===== src/rtl/eq_pkg.sv =====
// Shared types and helpers for the equivalence-check step controller.
package eq_pkg;

  localparam int EQ_MAX_DUT = 8;

  typedef enum logic [2:0] {
    ST_IDLE   = 3'd0,
    ST_RUN    = 3'd1,
    ST_SETTLE = 3'd2,
    ST_CHECK  = 3'd3,
    ST_DONE   = 3'd4
  } eq_state_t;

  function automatic logic [31:0] sat_inc(input logic [31:0] v, input logic [31:0] lim);
    return (v >= lim) ? lim : v + 32'd1;
  endfunction

endpackage


===== src/rtl/eq_drain_cnt.sv =====
// Per-DUT drain window: counts cycles of held completion, stalls once the window is used up.
module eq_drain_cnt
  import eq_pkg::*;
#(
  parameter int DRAIN = 6
) (
  input  logic clk,
  input  logic rst_n,
  input  logic i_clr,
  input  logic i_en,
  input  logic i_complete,
  output logic o_stall
);

  localparam int WAIT_W = $clog2(DRAIN + 2);
  localparam logic [WAIT_W-1:0] DRAIN_V = WAIT_W'(DRAIN);

  logic [WAIT_W-1:0] r_wait;

  always_ff @(posedge clk) begin
    if (!rst_n || i_clr) r_wait <= '0;
    else if (i_en) begin
      // A dropped completion restarts the window from zero
      if (i_complete) r_wait <= WAIT_W'(sat_inc(32'(r_wait), 32'(DRAIN)));
      else            r_wait <= '0;
    end
  end

  assign o_stall = i_complete & (r_wait >= DRAIN_V);

endmodule


===== src/rtl/eq_step_ctrl.sv =====
// Step/termination controller: gates N DUTs via clock-enables, then compares their outputs to DUT 0.
module eq_step_ctrl
  import eq_pkg::*;
#(
  parameter int N_DUT   = 2,
  parameter int DATA_W  = 8,
  parameter int CNT_W   = 16,
  parameter int DRAIN   = 6,
  parameter int TIMEOUT = 1000
) (
  input  logic                      ap_clk,
  input  logic                      ap_rst_n,
  input  logic                      start,
  input  logic [N_DUT-1:0]          dut_complete,
  input  logic [N_DUT-1:0]          dut_valid,
  input  logic [N_DUT*DATA_W-1:0]   dut_data,
  output logic [N_DUT-1:0]          dut_step,
  output logic [2:0]                phase,
  output logic [CNT_W-1:0]          cycle_cnt,
  output logic                      done,
  output logic                      match,
  output logic                      timeout,
  output logic [N_DUT-1:0]          mismatch_mask
);

  localparam logic [CNT_W-1:0] TO_LAST = CNT_W'(TIMEOUT - 1);

  eq_state_t         r_state, w_next;
  logic              w_run, w_start_ok, w_to;
  logic [N_DUT-1:0]  w_stall, w_diff;
  logic [CNT_W-1:0]  r_cnt;
  logic              r_done, r_match, r_timeout;
  logic [N_DUT-1:0]  r_mask;

  assign w_run      = (r_state == ST_RUN);
  assign w_start_ok = start & ((r_state == ST_IDLE) | (r_state == ST_DONE));
  assign dut_step   = {N_DUT{w_run}} & ~w_stall;

  genvar g;
  generate
    for (g = 0; g < N_DUT; g++) begin : g_dut
      eq_drain_cnt #(.DRAIN(DRAIN)) u_drain (
        .clk        (ap_clk),
        .rst_n      (ap_rst_n),
        .i_clr      (w_start_ok),
        .i_en       (w_run),
        .i_complete (dut_complete[g]),
        .o_stall    (w_stall[g])
      );
      if (g == 0) begin : g_ref
        assign w_diff[g] = 1'b0;
      end else begin : g_cmp
        // Data only matters when both sides present a valid word
        assign w_diff[g] = (dut_valid[g] != dut_valid[0]) |
                           (dut_valid[g] & dut_valid[0] &
                            (dut_data[g*DATA_W +: DATA_W] != dut_data[0 +: DATA_W]));
      end
    end
  endgenerate

  always_ff @(posedge ap_clk) begin
    if (!ap_rst_n) r_state <= ST_IDLE;
    else           r_state <= w_next;
  end

  always_comb begin
    w_next = r_state;
    w_to   = 1'b0;
    case (r_state)
      ST_IDLE:   if (start) w_next = ST_RUN;
      ST_RUN: begin
        // All-stalled wins over the timeout check in the same cycle
        if (dut_step == '0) w_next = ST_SETTLE;
        else if (r_cnt == TO_LAST) begin
          w_next = ST_DONE;
          w_to   = 1'b1;
        end
      end
      ST_SETTLE: w_next = ST_CHECK;
      ST_CHECK:  w_next = ST_DONE;
      ST_DONE:   if (start) w_next = ST_RUN;
      default:   w_next = ST_IDLE;
    endcase
  end

  always_ff @(posedge ap_clk) begin
    if (!ap_rst_n || w_start_ok) r_cnt <= '0;
    else if (w_run && r_cnt != '1) r_cnt <= r_cnt + 1'b1;
  end

  always_ff @(posedge ap_clk) begin
    if (!ap_rst_n || w_start_ok) begin
      r_done    <= 1'b0;
      r_match   <= 1'b0;
      r_timeout <= 1'b0;
      r_mask    <= '0;
    end else if (w_to) begin
      r_done    <= 1'b1;
      r_match   <= 1'b0;
      r_timeout <= 1'b1;
      r_mask    <= '0;
    end else if (r_state == ST_CHECK) begin
      r_done    <= 1'b1;
      r_match   <= ~|w_diff;
      r_mask    <= w_diff;
    end
  end

  assign phase         = r_state;
  assign cycle_cnt     = r_cnt;
  assign done          = r_done;
  assign match         = r_match;
  assign timeout       = r_timeout;
  assign mismatch_mask = r_mask;

endmodule

===== config.mk =====
export PLATFORM = sky130hd
export DESIGN_NAME = eq_step_ctrl
export DESIGN_NICKNAME = d
export VERILOG_FILES = /design/src/rtl/eq_pkg.sv /design/src/rtl/eq_drain_cnt.sv /design/src/rtl/eq_step_ctrl.sv
export SDC_FILE = /design/constraint.sdc
export NUM_CORES = 1
export LEC_CHECK = 0
export CAP_MARGIN = 20
export CELL_PAD_IN_SITES_DETAIL_PLACEMENT = 0
export CELL_PAD_IN_SITES_GLOBAL_PLACEMENT = 1
export CORE_MARGIN = 3
export CORE_UTILIZATION = 36
export DETAILED_ROUTE_END_ITERATION = 10
export MAX_ROUTING_LAYER = met4
export PLACE_DENSITY_LB_ADDON = 0.1
export SLEW_MARGIN = 15
export SYNTH_ARGS = -nofsm -noshare
export SYNTH_HDL_FRONTEND = slang
export SYNTH_SLANG_ARGS = --single-unit

===== constraint.sdc =====
create_clock -name ap_clk -period 3 [get_ports ap_clk]
set_input_delay 0.9 -clock ap_clk [delete_from_list [all_inputs] [get_ports ap_clk]]
set_output_delay 0.9 -clock ap_clk [all_outputs]
set_load 0.02 [all_outputs]

== Word level (Yosys, flattened, before mapping) ==
Cells that the tools add are included.

* Logic and storage cells: 57
* Register bits: 29
* Output and inout bits: 26

* Multiplexer cells: 13
* Bitwise logic cells: 9
* $lt $le $gt $ge: 4
* Add/subtract/negate cells: 3
* Equal/unequal tests: 10
* Reductions and logical operators: 10

{| class="wikitable"
|+ Operator list
! kind !! count
|-
| 3-bit two-way mux || 7
|-
| 16-bit by 1-bit adder with 16-bit output (second input constant) || 1
|-
| 16-bit by 10-bit equality test with 1-bit output (second input constant) || 1
|-
| 16-bit != test (second input constant) || 1
|-
| 3-bit >= comparator (second input constant) || 4
|-
| 3-bit case mux with 4 select lines || 1
|-
| 8-bit != test || 1
|-
| 3-bit by 1-bit adder with 3-bit output (second input constant) || 2
|-
| 3-bit by 2-bit equality test with 1-bit output (second input constant) || 2
|-
| 1-bit bitwise AND || 5
|-
| 1-bit two-way mux || 5
|-
| 2-bit OR reduction || 2
|-
| 3-bit by 1-bit equality test with 1-bit output (second input constant) || 1
|-
| 3-bit equality test (second input constant) || 1
|-
| 3-bit logical NOT || 1
|-
| 3-bit by 1-bit != test with 1-bit output (second input constant) || 1
|-
| 2-bit bitwise AND || 1
|-
| 1-bit logical NOT || 2
|-
| 2-bit logical NOT || 1
|-
| 2-bit by 1-bit != test with 1-bit output (second input constant) || 1
|-
| 2-bit inverter || 1
|-
| 1-bit bitwise OR || 2
|-
| 2-bit AND reduction || 1
|-
| 2-bit nonzero test || 1
|-
| other kinds (3) || 3
|}

== Longest topological paths before layout ==
Gate-level depths: netlist (run 1).

* Depth in word-level cells: 8
* Depth in mapped cells: 7
* Depth with buffers taken out: 6

== Modules after synthesis ==
Synthesis (run 1) repeated with hierarchy kept, for this count alone.

* Cell total of the unflattened synthesis: 198
* Area, all modules: 1600.3 µm²

{| class="wikitable"
|+ By module, submodules not included
! module !! area an instance (µm²) !! seq. area each (µm²) !! cells each !! times used
|-
| eq_step_ctrl || 1242.4 || 460.4 || 156 || 1
|-
| eq_drain_cnt || 178.9 || 60.1 || 21 || 2
|}

== Worst setup path before layout (run 1) ==
No wires, ideal clock.

* Path type: flip-flop to output port
* Start: register r_state[0] (netlist: phase[0])
* End: output dut_step[1]
* Path buffers: 1
* Stages on the path, launching flop included: 4
* Setup slack: 0.687 ns
* Arrival: 1.413 ns
* Path through: dfxtp_1 or3b_1 buf_6 a31oi_1

* Word-level cells in the longest chain between the ends: 2

{| class="wikitable"
|+ Ends and longest elaborated chain
! element !! line !! RTL
|-
| start, declared || eq_step_ctrl.sv:28 || <nowiki>eq_state_t r_state, w_next;</nowiki>
|-
| start signal, assigned || eq_step_ctrl.sv:63 || <nowiki>else r_state <= w_next;</nowiki>
|-
| 3-bit by 1-bit equality test with 1-bit output || eq_step_ctrl.sv:35 || <nowiki>assign w_run = (r_state == ST_RUN);</nowiki>
|-
| 2-bit bitwise AND || eq_step_ctrl.sv:37 || <nowiki>assign dut_step = {N_DUT{w_run}} & ~w_stall;</nowiki>
|-
| end, declared || eq_step_ctrl.sv:17 || <nowiki>output logic [N_DUT-1:0] dut_step,</nowiki>
|}

Every way passes these cells.

== Worst setup path in the final report (run 1) ==
* Start: input dut_complete[0]
* End: output dut_step[0]

* Word-level cells in the longest chain between the ends: 3

{| class="wikitable"
|+ Ends and longest elaborated chain
! element !! line !! RTL
|-
| start, declared || eq_step_ctrl.sv:14 || <nowiki>input logic [N_DUT-1:0] dut_complete,</nowiki>
|-
| 1-bit bitwise AND || eq_drain_cnt.sv:29 || <nowiki>assign o_stall = i_complete & (r_wait >= DRAIN_V);</nowiki>
|-
| 2-bit inverter || eq_step_ctrl.sv:37 ||
|-
| 2-bit bitwise AND || eq_step_ctrl.sv:37 ||
|}

Every way passes these cells.

==> metrics.yaml, run 1 <==
status: "completed"
worstPathArrival_ns: 1.93
num_antenna_cells: 0
postSynthCellCount: 184
combPwrFrac_pct: 12.7
synthesis.area_um2: 1551
hold_viol: 0
syn_nets: 211
async_flop_share_pct: 0
initial_core_util_pct: 37.97
clkPwrFrac_pct: 39.9
synth_edf_count: 0
crit_path_end_kind: "primary output"
placedCellCount: 281
max_stage_delay_ns: 0.41
path_max_fanout: 2
place_area_um2: 2081
rows: 23
clock-root-buffer: "clkbuf_8"
drive_above_1_share_pct: 7.563
ys_ff_latch: 29
synth_area_leaders: "dfxtp_1, xnor2_1, nor2_1"
slew_headroom_pct: 63.18
vdd_drop_max_mv: 0.2807
pre_cts_ws_ns: -0.1052
syn_avg_cell_area_um2: 8.432
cp_slowest_cell: "clkdlybuf4s50_1"
tritoncts: "built"
coreArea_um2: 4086
route.detailed.drc: 0
crit_type: "primary input to primary output"
cp-start-kind: "primary input"
multi_input_area_um2: 903.4
grt_usage_pct: 16.18
worst_pin_slew_ns: 0.5509
fin_skew_ns: 0.004518
synthDistinctLibCells: 39
wl_mm: 3.879
yosys_most_used_dff: "dfxtp_1"
fill_cells: 388
syn2layout_area_growth_pct: 39.52
setup_viol: 0
ant_nets: 0
insertion_delay_ns: 0.29
seq_area_um2: 580.6
rsz0062_at_grt: "false"
stdcell_count: 288
grt_overflow: 0
viasPerCell: 5.278
cp.required_ns: 2.10
cts_buffer_depth: 2
numCtsBuffers: 5
dieArea_um2: 5134
max_freq_ghz: 0.3540
p_total_mw: 0.8270
grt_pass1_vias: 1402
cap_violations: 0
ys_warn_count: 0
postCtsResizedCells: 2
path_clk_slew_ns: 0.06
yosysTopAreaCellShare_pct: 37.42
fp.dieH_um: 71.65
synth_top_area_cell: "dfxtp_1"
period_minus_slack_ns: 2.825
grt_antenna_before_repair: 0
grt_max_degree: 16
design_area_um2: 2165
dr.pass1.iters: 4
powerDensity_nw_per_um2: 382.0
final_nets: 265
period_share_pct: 94.17
cp_num_buf_inv: 2
cts_setup_buffers: 0
grt_pass1_wl_mm: 6.354
dp_hpwl_mm: 2.871
p_leak_nw: 0.7624
num_vias: 1520
wl_per_cell_um: 13.47
port_buffers: 47
die_w_um: 71.65
fin_ws_ns: 0.1749
htreeDepth: 2
hold_buffers: 0
ys_seq_area_share_pct: 37.42
synthTopCellsByCount: "dfxtp_1, nor2_1, nand2_1, nand4_1, xnor2_1"
drtIter0Drc: 63
power.share.switching_pct: 24.16
critPathTopFamily: "buffers and inverters"
min-delay-path-class: "register to register"
path_cells: "clkdlybuf4s50_1, and3_1, nor2_1, dlygate4sd2_1"
switchingPower_mw: 0.1998
yosysMostFrequentCell: "dfxtp_1"
clock-sinks: 29
ios: 49
pwr-share-seq_pct: 47.4
gp_congestion: 0.8434
internal-power_mw: 0.6271
drv_slew: 0
## power groups by stage
stage / logic, mW / registers [mW] / clock network [mW]
after floorplan: 0.0513 / 0.404 / 0
after global placement: 0.105 / 0.400 / 0
after detailed placement: 0.106 / 0.401 / 0
after CTS: 0.105 / 0.392 / 0.341
after global routing: 0.112 / 0.392 / 0.358
final: 0.105 / 0.392 / 0.330
## layer usage
layer  part of all wire [%]  wire [um]  track usage (%)
met1                     46       1795            19.57
met2                     43       1673            25.20
met3                    8.4        327            4.067
met4                    2.1         82            7.516
met5                      0          0                -
## per-stage QoR
stage	hold WS [ns]	setup TNS (ns)	util [%]
after floorplan	0.4489	0	-
after global placement	0.4325	-0.1034	50.92
after detailed placement	0.4405	-0.1318	50.92
after CTS	0.4505	0	52.97
after global routing	0.4944	0	52.97
final	0.4480	0	52.97
## final timing paths
kind                   startpoint           end  slack [ns]  depth (start not counted)
hold / removal            timeout       timeout        0.45                          2
setup / recovery  dut_complete[0]   dut_step[0]        0.17                          4
hold reg to reg           timeout       timeout        0.45                          2
setup reg to reg     cycle_cnt[0]  cycle_cnt[2]        0.99                          6
## cell families (layout without fill, tap and decap cells)
logic type | count (synthesis) | count (layout) | share of synthesized area [%]
buffers and inverters | 10 | 64 | 4.355
xor gates and xnor gates | 21 | 21 | 11.86
and+or+nand+nor | 91 | 91 | 31.21
AOI/OAI and AO/OA | 25 | 25 | 9.758
adders and majority gates | 4 | 4 | 3.226
muxes | 3 | 3 | 1.936
DFF | 29 | 29 | 37.42
other | 1 | 1 | 0.2417
## area by class of cell
type / count / area share (%)
multi-input combinational: 145 / 41.73
sequential: 29 / 26.82
tap: 50 / 2.890
inverter: 3 / 0.5202
clock buffer: 7 / 3.988
timing repair buffer: 54 / 24.05
## registers in the layout, summed over array words and instances, names as in the netlist
signal                cells
match                     1
timeout                   1
phase                     3
done                      1
mismatch_mask             1
g_dut.u_drain.r_wait      6
cycle_cnt                16
## layout by cell type (no fill, tap or decap), types with 2 or more instances in the layout
master           netlist  layout
and3_2                 3       3
dlygate4sd2_1          0       2
nand3_1                2       2
xor2_1                 8       8
nand2_1               17      17
mux2i_1                3       3
a21oi_1               12      12
and3_1                 4       4
nor4_1                 2       2
nor3_1                 7       7
clkbuf_8               1       6
xnor2_1               13      13
dfxtp_1               29      29
nand3b_1               2       2
a32oi_1                2       2
a31oi_1                2       2
nor3b_1                3       3
a211oi_1               2       2
inv_1                  3       3
ha_1                   4       4
o21ai_0                3       3
clkdlybuf4s50_1        0      45
nor2_1                27      27
nand4_1               15      15
or3_1                  2       2
buf_4                  1       7
## worst reg2reg max path, cell delays in order (launching register included)
cell      delay [ns]
dfxtp_1         0.43
ha_1            0.30
nand4_1         0.20
or3_1           0.48
o211ai_1        0.25
xor2_1          0.17
nor2_1          0.05
No activity file was read; power rests on OpenSTA's default activity.
==> run 2, diff against run 1 <==
- CORE_UTILIZATION: 36 -> 30
- clock period: 3 -> 2.55 ns (I/O delays scaled with it)
==> run 2 against run 1 <==
Sequential share of layout area down 0.91 points. Largest cell class unchanged. Utilization down 6.8 points. Via count down 2.2%. Clock-buffer cell count unchanged. Combinational power up 23%. Critical path depth down 1. Critical endpoint is now dut_step[1]. Cell count up 6.9%. Non-clock buffer count up 2.
==> metrics.yaml, run 2 (synthesized netlist as in run 1, its figures left out) <==
grt_max_degree: 17
period_share_pct: 96.00
rows: 25
drive_above_1_share_pct: 9.129
layout_commonest_cell: "clkdlybuf4s50_1"
clock-sinks: 29
ios: 49
die_w_um: 77.92
drv_slew: 0
num_antenna_cells: 0
fin_skew_ns: 0.006976
grt_pass1_vias: 1471
gp_congestion: 0.8136
fp.dieH_um: 77.92
tritoncts: "built"
multi_input_area_um2: 903.4
routed-wl-met2_mm: 1.643
period_minus_slack_ns: 2.448
dr.pass1.iters: 4
grt_pass1_wl_mm: 6.672
largest_reg_flops: 16
initial_core_util_pct: 32.00
max_freq_ghz: 0.4085
port_buffers: 47
wl_per_cell_um: 12.49
cp.required_ns: 1.79
vdd_drop_max_mv: 0.2612
crit_path_end_kind: "primary output"
worstPathArrival_ns: 1.68
met3_length_um: 254
dr.max_layer_used: "met4"
layout_common_cells: "clkdlybuf4s50_1, dfxtp_1, nor2_1"
path_clk_slew_ns: 0.06
fill_cells: 494
drt-met1-wl_mm: 1.914
cap_violations: 0
powerDensity_nw_per_um2: 482.2
hold_viol: 0
grt_overflow: 0
p_total_mw: 1.080
drtIter0Drc: 24
tns_ns: 0
cts_buffer_depth: 2
insertion_delay_ns: 0.27
route.detailed.drc: 0
final_nets: 267
dieArea_um2: 6071
rsz0062_at_grt: "false"
dp_hpwl_mm: 2.898
ant_nets: 0
p_leak_nw: 0.7874
place_area_um2: 2130
grt_antenna_before_repair: 0
cp-start-kind: "primary input"
coreArea_um2: 4848
htreeDepth: 2
crit_type: "primary input to primary output"
clock-root-buffer: "clkbuf_8"
min-delay-path-class: "register to register"
path_max_fanout: 2
status: "completed"
viasPerCell: 4.825
numCtsBuffers: 5
design_area_um2: 2241
syn2layout_area_growth_pct: 44.44
wl_mm: 3.847
grt_usage_pct: 13.92
seq_area_um2: 580.6
num_vias: 1486
setup_viol: 0
## run 2: what timing repair did
item / CTS / global route
hold endpoints to repair: 0 / 0
resized for setup: 3 / 2
setup buffers: 0 / 0
endpoints found under the setup margin: 2 / 2
hold buffers: 0 / 0
## run 2: per-layer routing
| layer | global-route usage [%] | vias up |
|---|---|---|
| li1 | - | 763 |
| met1 | 17.69 | 666 |
| met2 | 21.40 | 53 |
| met3 | 4.292 | 4 |
| met4 | 3.846 | 0 |
| met5 | - | - |
## run 2: worst paths after layout
| kind | slack [ns] | to | cells past startpoint | startpoint |
|---|---|---|---|---|
| max | 0.10 | dut_step[1] | 3 | dut_complete[1] |
| min | 0.46 | timeout | 2 | timeout |
| max reg2reg | 0.60 | cycle_cnt[2] | 6 | cycle_cnt[0] |
| min reg2reg | 0.46 | timeout | 2 | timeout |
## run 2: worst max-delay path, stage by stage
cell             delay [ns]
clkdlybuf4s50_1        0.43
a31oi_1                0.17
clkdlybuf4s15_1        0.32
## run 2: power by group
| group | switching (mW) | internal (mW) |
|---|---|---|
| Combinational | 0.0581 | 0.0712 |
| Sequential | 0.00361 | 0.457 |
| Clock | 0.172 | 0.318 |
| Total | 0.234 | 0.847 |
## run 2: cell type report
type | count | area share [%]
clock buffer | 7 | 3.853
clock inverter | 1 | 1.340
inverter | 3 | 0.5025
multi-input combinational | 145 | 40.31
sequential | 29 | 25.91
tap | 67 | 3.741
timing repair buffer | 56 | 24.34
## run 2: stage by stage
stage	std cells	hold slack, ns	util (%)	setup WS, ns
finish	308	0.4569	46.22	0.1020
global route	308	0.4981	46.22	0.005582
CTS	308	0.4636	46.30	0.01115
detailed placement	300	0.4550	43.92	-0.2852
global placement	300	0.4426	43.92	-0.2716
floorplan	184	0.4489	-	0.3721
==> run 3, diff against run 2 <==
- ABC_AREA: unset -> 1
- CORE_UTILIZATION: 30 -> 29
==> run 3 against run 2 <==
Cell count increased by 29%. Synthesized cell count increased by 48%. Wire length increased by 8.3%. Synthesized area increased by 12%. Via count increased by 17%. Clock skew decreased by 0.0037 ns. Setup slack got worse by 0.028 ns. Largest cell class unchanged. Critical endpoint is now dut_step[0]. Non-clock buffer count decreased by 3. Highest routed layer unchanged.
==> metrics.yaml, run 3 <==
ys_seq_area_share_pct: 33.31
ys_warn_count: 0
synthesis.area_um2: 1743
num_antenna_cells: 0
setup_viol: 0
port_buffers: 47
cts_buffer_depth: 2
syn_nets: 299
syn_avg_cell_area_um2: 6.408
clock-root-buffer: "clkbuf_8"
grt_antenna_before_repair: 0
htreeDepth: 2
num_vias: 1733
crit_path_end_kind: "primary output"
status: "completed"
fill_cells: 620
pre_cts_ws_ns: -0.2469
tritoncts: "built"
worstPathArrival_ns: 1.71
period_minus_slack_ns: 2.476
yosysTopAreaCellShare_pct: 33.31
path_max_fanout: 2
grt_max_degree: 21
wl_mm: 4.168
period_share_pct: 97.10
yosys_most_used_dff: "dfxtp_1"
p_leak_nw: 0.9908
drv_slew: 0
synthDistinctLibCells: 29
grt_pass1_wl_mm: 7.583
synth_area_leaders: "dfxtp_1, nand2_1, nor2_1"
route.detailed.drc: 0
powerDensity_nw_per_um2: 480.5
cp.required_ns: 1.79
max_freq_ghz: 0.4039
coreArea_um2: 5675
dp_hpwl_mm: 3.195
largest_reg_flops: 16
dieArea_um2: 6976
clock-sinks: 29
hold_viol: 0
layout_common_cells: "nand2_1, clkdlybuf4s50_1, nor2_1"
rsz0062_at_grt: "false"
drive_above_1_share_pct: 10.12
max_stage_delay_ns: 0.45
gp_congestion: 0.7805
grt_usage_pct: 13.43
insertion_delay_ns: 0.27
layout_commonest_cell: "nand2_1"
ios: 49
cp-start-kind: "primary input"
fp.dieH_um: 83.53
yosysMostFrequentCell: "nand2_1"
ant_nets: 0
dr.pass1.iters: 4
synth_edf_count: 0
grt_overflow: 0
vdd_drop_max_mv: 0.1795
crit_type: "primary input to primary output"
min-delay-path-class: "register to register"
die_w_um: 83.53
hold_buffers: 0
path_cells: "clkdlybuf4s50_1, inv_1, nor2_2, nor2_1, clkdlybuf4s15_1"
numCtsBuffers: 5
tns_ns: 0
fin_ws_ns: 0.07393
ys_ff_latch: 29
cts_setup_buffers: 0
final_nets: 353
path_clk_slew_ns: 0.06
critPathTopFamily: "buffers and inverters"
cp_slowest_cell: "clkdlybuf4s50_1"
wl_per_cell_um: 10.47
initial_core_util_pct: 30.71
cp_num_buf_inv: 3
fin_skew_ns: 0.003281
synthTopCellsByCount: "nand2_1, nor2_1, inv_1, dfxtp_1, a21oi_1"
cap_violations: 0
postSynthCellCount: 272
syn2layout_area_growth_pct: 38.26
grt_pass1_vias: 1634
drtIter0Drc: 59
synth_top_area_cell: "dfxtp_1"
viasPerCell: 4.354
async_flop_share_pct: 0
rows: 27
==> run 3: kinds of logic after synthesis <==
family / after synthesis / share of synthesized area [%]
DFF: 29 / 33.31
AOI/OAI and AO/OA: 30 / 8.973
xor gates and xnor gates: 13 / 6.533
and+or+nand+nor: 151 / 37.76
buffers and inverters: 44 / 10.34
adders and majority gates: 4 / 2.872
other: 1 / 0.2152
==> run 3: cell type report <==
class	count	area (um^2)	area share, %
clock buffers	7	86.33	3.583
inverters	38	142.6	5.919
multi-input cells	199	987.2	40.97
repair buffers	53	523.0	21.70
well taps	72	90.09	3.738
flip-flops and latches	29	580.6	24.09
==> run 3: final timing paths <==
path / end / slack (ns) / cells past startpoint / startpoint
setup / recovery: dut_step[0] / 0.07 / 5 / dut_complete[0]
hold / removal: done / 0.46 / 2 / done
setup reg to reg: cycle_cnt[15] / 0.78 / 8 / cycle_cnt[0]
hold reg to reg: done / 0.46 / 2 / done
==> run 3: worst min-delay path, delay by kind of cell (launching register included) <==
family	cells	cell delay (ns)
flops	1	0.31
buf+inv	1	0.05
compound gates	1	0.05
==> run 3: report_power, final <==
part / switching, mW / internal [mW]
clock: 0.166 / 0.214
sequential: 0.0160 / 0.470
combinational: 0.171 / 0.121
total: 0.353 / 0.805
==> run 3: through the flow <==
| step | hold WS, ns | util [%] | std cells | total power, mW | cell area (um^2) |
|---|---|---|---|---|---|
| global placement | 0.4400 | 40.94 | 391 | 0.8018 | 2323 |
| CTS | 0.4578 | 42.46 | 398 | 1.184 | 2410 |
| global route | 0.4805 | 42.46 | 398 | 1.245 | 2410 |
| detailed placement | 0.4478 | 40.94 | 391 | 0.8006 | 2323 |
| finish | 0.4552 | 42.46 | 398 | 1.158 | 2410 |
| floorplan | 0.4596 | - | 272 | 0.6844 | 1743 |
==> run 3: metal layers <==
layer	share of wire [%]	vias to the layer above	wire length (um)	GRT usage (%)
li1	-	946	-	-
met1	50	739	2078	17.30
met2	43	46	1786	19.83
met3	6.6	2	276	4.837
met4	0.62	0	26	3.947
met5	0	-	0	-
==> run 3: what timing repair did <==
action                                  4_1_cts  5_1_grt
gates cloned                                  0        0
gates resized for setup                       3        4
endpoints found under the setup margin        2        2
